<file path="src/rtl/dm_arbiter.sv">
// Two-port arbiter for the single-port data memory: CPU port A and debug/DMA port B.
// Define DM_ARB_RR_EN for round-robin IDLE arbitration; default build is fixed priority (A over B).
module dm_arbiter #(
   parameter int unsigned DATA_SIZE  = 32,
   parameter int unsigned SELEC_SIZE = 16,
   parameter int unsigned MAX_BURST  = 8
) (
   input  logic                  clk,
   input  logic                  rst_n,
   input  logic                  a_req,
   input  logic                  a_we,
   input  logic [SELEC_SIZE-1:0] a_addr,
   input  logic [DATA_SIZE-1:0]  a_wdata,
   input  logic                  a_lock,
   output logic                  a_gnt,
   output logic                  a_rvalid,
   output logic [DATA_SIZE-1:0]  a_rdata,
   input  logic                  b_req,
   input  logic                  b_we,
   input  logic [SELEC_SIZE-1:0] b_addr,
   input  logic [DATA_SIZE-1:0]  b_wdata,
   input  logic                  b_lock,
   output logic                  b_gnt,
   output logic                  b_rvalid,
   output logic [DATA_SIZE-1:0]  b_rdata,
   output logic                  dm_we,
   output logic [SELEC_SIZE-1:0] dm_address,
   output logic [DATA_SIZE-1:0]  dm_d,
   input  logic [DATA_SIZE-1:0]  dm_q
);

   localparam int unsigned CNT_W = $clog2(MAX_BURST + 1);

   typedef enum logic [1:0] {
      IDLE  = 2'd0,
      OWN_A = 2'd1,
      OWN_B = 2'd2
   } state_e;

   state_e             state_q, state_d;
   logic [CNT_W-1:0]   cnt_q, cnt_d;
   logic               last_q, last_d;      // 1: B won most recently
   logic               force_q, force_d;    // forced release pending for next IDLE cycle
   logic               force_b_q, force_b_d; // port favoured by the forced release
   logic               win_a, win_b;
   logic [CNT_W-1:0]   beat_cnt;
   logic               beat_lock;

   logic               a_rvalid_q, b_rvalid_q;
   logic [DATA_SIZE-1:0] a_rdata_q, b_rdata_q;

   // State register
   always_ff @(posedge clk) begin
      if (!rst_n) begin
         state_q   <= IDLE;
         cnt_q     <= '0;
         last_q    <= 1'b1;
         force_q   <= 1'b0;
         force_b_q <= 1'b0;
      end else begin
         state_q   <= state_d;
         cnt_q     <= cnt_d;
         last_q    <= last_d;
         force_q   <= force_d;
         force_b_q <= force_b_d;
      end
   end

   // Next-state logic; ownership ends on lock=0, a missing request, or the burst cap
   always_comb begin
      state_d   = state_q;
      cnt_d     = cnt_q;
      last_d    = last_q;
      force_d   = 1'b0;
      force_b_d = force_b_q;
      beat_cnt  = (state_q == IDLE) ? CNT_W'(1) : CNT_W'(cnt_q + CNT_W'(1));
      beat_lock = a_gnt ? a_lock : b_lock;
      if (a_gnt || b_gnt) begin
         last_d = b_gnt;
         if (beat_lock && (beat_cnt < CNT_W'(MAX_BURST))) begin
            state_d = a_gnt ? OWN_A : OWN_B;
            cnt_d   = beat_cnt;
         end else begin
            state_d = IDLE;
            cnt_d   = '0;
            if (beat_lock) begin
               force_d   = 1'b1;
               force_b_d = a_gnt;
            end
         end
      end else begin
         state_d = IDLE;
         cnt_d   = '0;
      end
   end

   // Output logic: grant selection and memory pin drive
   always_comb begin
      win_a      = 1'b0;
      win_b      = 1'b0;
      a_gnt      = 1'b0;
      b_gnt      = 1'b0;
      dm_we      = 1'b0;
      dm_address = '0;
      dm_d       = '0;
      unique case (state_q)
         IDLE: begin
            if (force_q && force_b_q && b_req) begin
               win_b = 1'b1;
            end else if (force_q && !force_b_q && a_req) begin
               win_a = 1'b1;
            end else if (a_req && b_req) begin
`ifdef DM_ARB_RR_EN
               win_a = last_q;
               win_b = !last_q;
`else
               win_a = 1'b1;
`endif
            end else begin
               win_a = a_req;
               win_b = b_req;
            end
         end
         OWN_A:   win_a = a_req;
         OWN_B:   win_b = b_req;
         default: ;
      endcase
      a_gnt = win_a && rst_n;
      b_gnt = win_b && rst_n;
      if (a_gnt) begin
         dm_we      = a_we;
         dm_address = a_addr;
         dm_d       = a_wdata;
      end else if (b_gnt) begin
         dm_we      = b_we;
         dm_address = b_addr;
         dm_d       = b_wdata;
      end
   end

   // Read-data return, one cycle after the granted read
   always_ff @(posedge clk) begin
      if (!rst_n) begin
         a_rvalid_q <= 1'b0;
         b_rvalid_q <= 1'b0;
         a_rdata_q  <= '0;
         b_rdata_q  <= '0;
      end else begin
         a_rvalid_q <= a_gnt && !a_we;
         b_rvalid_q <= b_gnt && !b_we;
         if (a_gnt && !a_we) a_rdata_q <= dm_q;
         if (b_gnt && !b_we) b_rdata_q <= dm_q;
      end
   end

   assign a_rvalid = a_rvalid_q;
   assign b_rvalid = b_rvalid_q;
   assign a_rdata  = a_rdata_q;
   assign b_rdata  = b_rdata_q;

endmodule

</file>
<file path="config.mk">
export PLATFORM = sky130hd
export DESIGN_NAME = dm_arbiter
export DESIGN_NICKNAME = d
export VERILOG_FILES = /design/src/rtl/dm_arbiter.sv
export SDC_FILE = /design/constraint.sdc
export NUM_CORES = 1
export LEC_CHECK = 0
export ABC_AREA = 1
export ABC_CLOCK_PERIOD_IN_PS = 3200
export BUFFER_PORTS_ARGS = -buffer_cell sky130_fd_sc_hd__buf_2
export CORE_MARGIN = 2
export CORE_UTILIZATION = 35
export CTS_CLUSTER_SIZE = 16
export DETAILED_ROUTE_END_ITERATION = 10
export PLACE_DENSITY = 0.75
export SKIP_LAST_GASP = 1
export SYNTH_ARGS = -nofsm -noshare
export SYNTH_HDL_FRONTEND = slang
export SYNTH_SLANG_ARGS = --single-unit
export TNS_END_PERCENT = 5
</file>
<file path="constraint.sdc">
create_clock -name clk -period 3.2 [get_ports clk]
set_input_delay 0.32 -clock clk [delete_from_list [all_inputs] [get_ports clk]]
set_output_delay 0.32 -clock clk [all_outputs]
set_load 0.01 [all_outputs]
</file>
==> flow_metrics.env <==
export IMPL_detailed_place_hpwl_mm=10.2
export IMPL_layout_setup_ws_ns=0.664
export IMPL_final_common_cell="buf_2"
export IMPL_crit_chain="inv_2 > nand2_1 > nor2_1 > nor2_4 > buf_4 > a22o_1 > buf_2"
export IMPL_grt_setup_unrepaired="false"
export IMPL_outcome="complete, no violations"
export IMPL_cp_start_kind="flop"
export IMPL_synth_seq_cells=74
export IMPL_worst_clock_skew_ns=0.0128
export IMPL_hold_violations=0
export IMPL_start_util_pct=36.2
export IMPL_max_cap_violations=0
export IMPL_p_total_uw=2280
export IMPL_critPathMaxStageDelay_ns=0.43
export IMPL_pre_cts_ws_ns=0.979
export IMPL_portBuffers=252
export IMPL_startpoint="state_q[0]"
export IMPL_relSlewSlack_pct=66.2
export IMPL_dr_pass1_iters=4
export IMPL_die_w_um=99.0
export IMPL_critPathCaptureType="output pin"
export IMPL_clk_pin_slew_worst_paths_ns=0.08
export IMPL_min_path_type="primary input to flop"
export IMPL_fin_crit_ns=2.54
export IMPL_mostFrequentLayoutCells="buf_2 (252), nand2_1 (146), dfxtp_1 (74)"
export IMPL_drt_iter0_drc=183
export IMPL_yosys_area_top_type="dfxtp_1"
export IMPL_cp_required_ns=2.88
export IMPL_crit_buf_inv=3
export IMPL_setup_violations=0
export IMPL_die_area_um2=9800
export IMPL_ys_seq_area_share_pct=46.9
export IMPL_num_fill_cells=855
export IMPL_syn_avg_cell_area_um2=7.83
export IMPL_grt_pass1_wl_mm=18.9
export IMPL_viasPerCell=4.95
export IMPL_clockRootBuffer="clkbuf_8"
export IMPL_grt_met2_usage_pct=44.0
export IMPL_drt_drc_violations_left=0
export IMPL_cts_tree="yes"
export IMPL_crit_path_top_delay_cell="buf_4"
export IMPL_vias=3739
export IMPL_drive_gt1_share_pct=43.5
export IMPL_coreArea_um2=8720
export IMPL_critPathTopFamily="buffers and inverters"
export IMPL_nets=778
export IMPL_period_share_pct=79.2
export IMPL_cts_htree_levels=3
export IMPL_num_io_pins=253
export IMPL_power_density_nw_per_um2=488
export IMPL_wl_mm=13.0
export IMPL_yosysUniqueCellTypes=21
export IMPL_path_max_fanout=34
export IMPL_use_met3_pct=7.66
export IMPL_clock_fmax_ghz=0.394
export IMPL_ant_nets=0
export IMPL_synth_area_leaders="dfxtp_1 (47%), nand2_1 (17%), a22o_1 (13%)"
export IMPL_setup_tns_ns=0
export IMPL_tightest_slew_ns=0.507
export IMPL_cts_sinks=74
export IMPL_grt_ovfl_total=0
export IMPL_ctsResizeCount=0
export IMPL_grt_use_total_pct=25.2
export IMPL_cts_hold_buf=0
export IMPL_yosys_warnings=0
export IMPL_synthCells=403
export IMPL_area_growth_pct=48.0
export IMPL_rows=34
export IMPL_peakVddDrop_v=0.000350
export IMPL_slew_violations=0
export IMPL_wl_per_cell_um=17.2
export IMPL_grt_pass1_vias=3532
export IMPL_crit_type="flop to output pin"
export IMPL_clk_latency_ns=0.35
export IMPL_die_h_um=99.0
export IMPL_met1_usage_pct=28.6
export IMPL_grt_busiest_layer="met2"
export IMPL_netlist_area_leader_share_pct=46.9
export IMPL_antenna_found_initial=2
export IMPL_cts_buffer_depth=2
export IMPL_synth_fp_nets=540
export IMPL_synth_area_um2=3160
export IMPL_grt_max_degree=43
export IMPL_p_leak_uw=0.00241
export IMPL_rr_startpoint="state_q[0]"
export IMPL_holdCritStartpoint="dm_q[19]"
export IMPL_cts_buffers=9
export IMPL_critPathArrivalTime_ns=2.22
export IMPL_gp_congestion=1.02
export IMPL_post_cts_buffers=0
-- registers in the layout (all words and copies together) (netlist names) --
name / cells
a_rdata: 32
b_rdata: 32
a_rvalid: 1
b_rvalid: 1
cnt_q: 4
state_q: 2
force_q: 1
force_b_q: 1
-- Yosys cell counts, drive strengths merged --
cell type and instances:
nand2 148, dfxtp 74, a21oi 64, a22o 48, buf 22, nor2 14, inv 12, clkbuf 7
nand3 5, clkinv 2, o21ai 2, conb 1, ha 1, nand4 1, o21a 1, xnor2 1
-- per-stage QoR --
step	hold slack [ns]	cells	utilization, %	area, um^2
floorplan	0.441	403	-	3160
global placement	0.449	738	50.5	4400
detailed placement	0.452	738	50.5	4400
CTS	0.209	754	53.5	4670
global route	0.213	755	53.6	4670
finish	0.221	755	53.6	4670
-- metal layers --
metal  up-vias  routed length [um]
met5         -                   0
met4         0                 365
met3        20                1150
met2       184                6580
met1      1712                4900
li1       1823                   -
-- worst reg2reg max path: cells and delay by family, from the launching register on --
| kind | cells | cell delay, ns |
|---|---|---|
| AOI/OAI and AO/OA | 1 | 0.16 |
| buffers and inverters | 2 | 0.51 |
| DFF | 1 | 0.39 |
| and+or+nand+nor | 5 | 0.96 |
-- power breakdown --
part / leakage, uW / internal (uW) / switching (uW)
registers: 0.000600 / 948 / 14.5
logic: 0.00168 / 158 / 204
clock network: 0.000131 / 601 / 353
-- logic make-up after synthesis --
| group | share of synthesized area, % |
|---|---|
| compound gates | 24.0 |
| xor+xnor | 0.277 |
| fa+ha+maj | 0.396 |
| buf+inv | 7.45 |
| flops | 46.9 |
| other cells | 0.119 |
| simple gates | 20.8 |
-- worst paths after layout --
path	endpoint	slack, ns	cells past startpoint
worst max-delay path	dm_address[1]	0.66	7
worst min-delay path	b_rdata[19]	0.22	3
worst max register to register	a_rdata[27]	1.09	8
worst min register to register	b_rdata[19]	0.46	2
-- area by class of cell --
class / count / area [um^2] / share of cell area (%)
sequential: 74 / 1480 / 31.7
multi-input combinational: 286 / 1440 / 30.8
timing repair buffer: 256 / 1290 / 27.6
clock inverter: 6 / 138 / 2.95
tap: 108 / 135 / 2.89
clock buffer: 10 / 128 / 2.73
inverter: 14 / 55.1 / 1.18
antenna: 1 / 2.50 / 0.0536
Note: power is estimated with default switching activity, not from simulation.
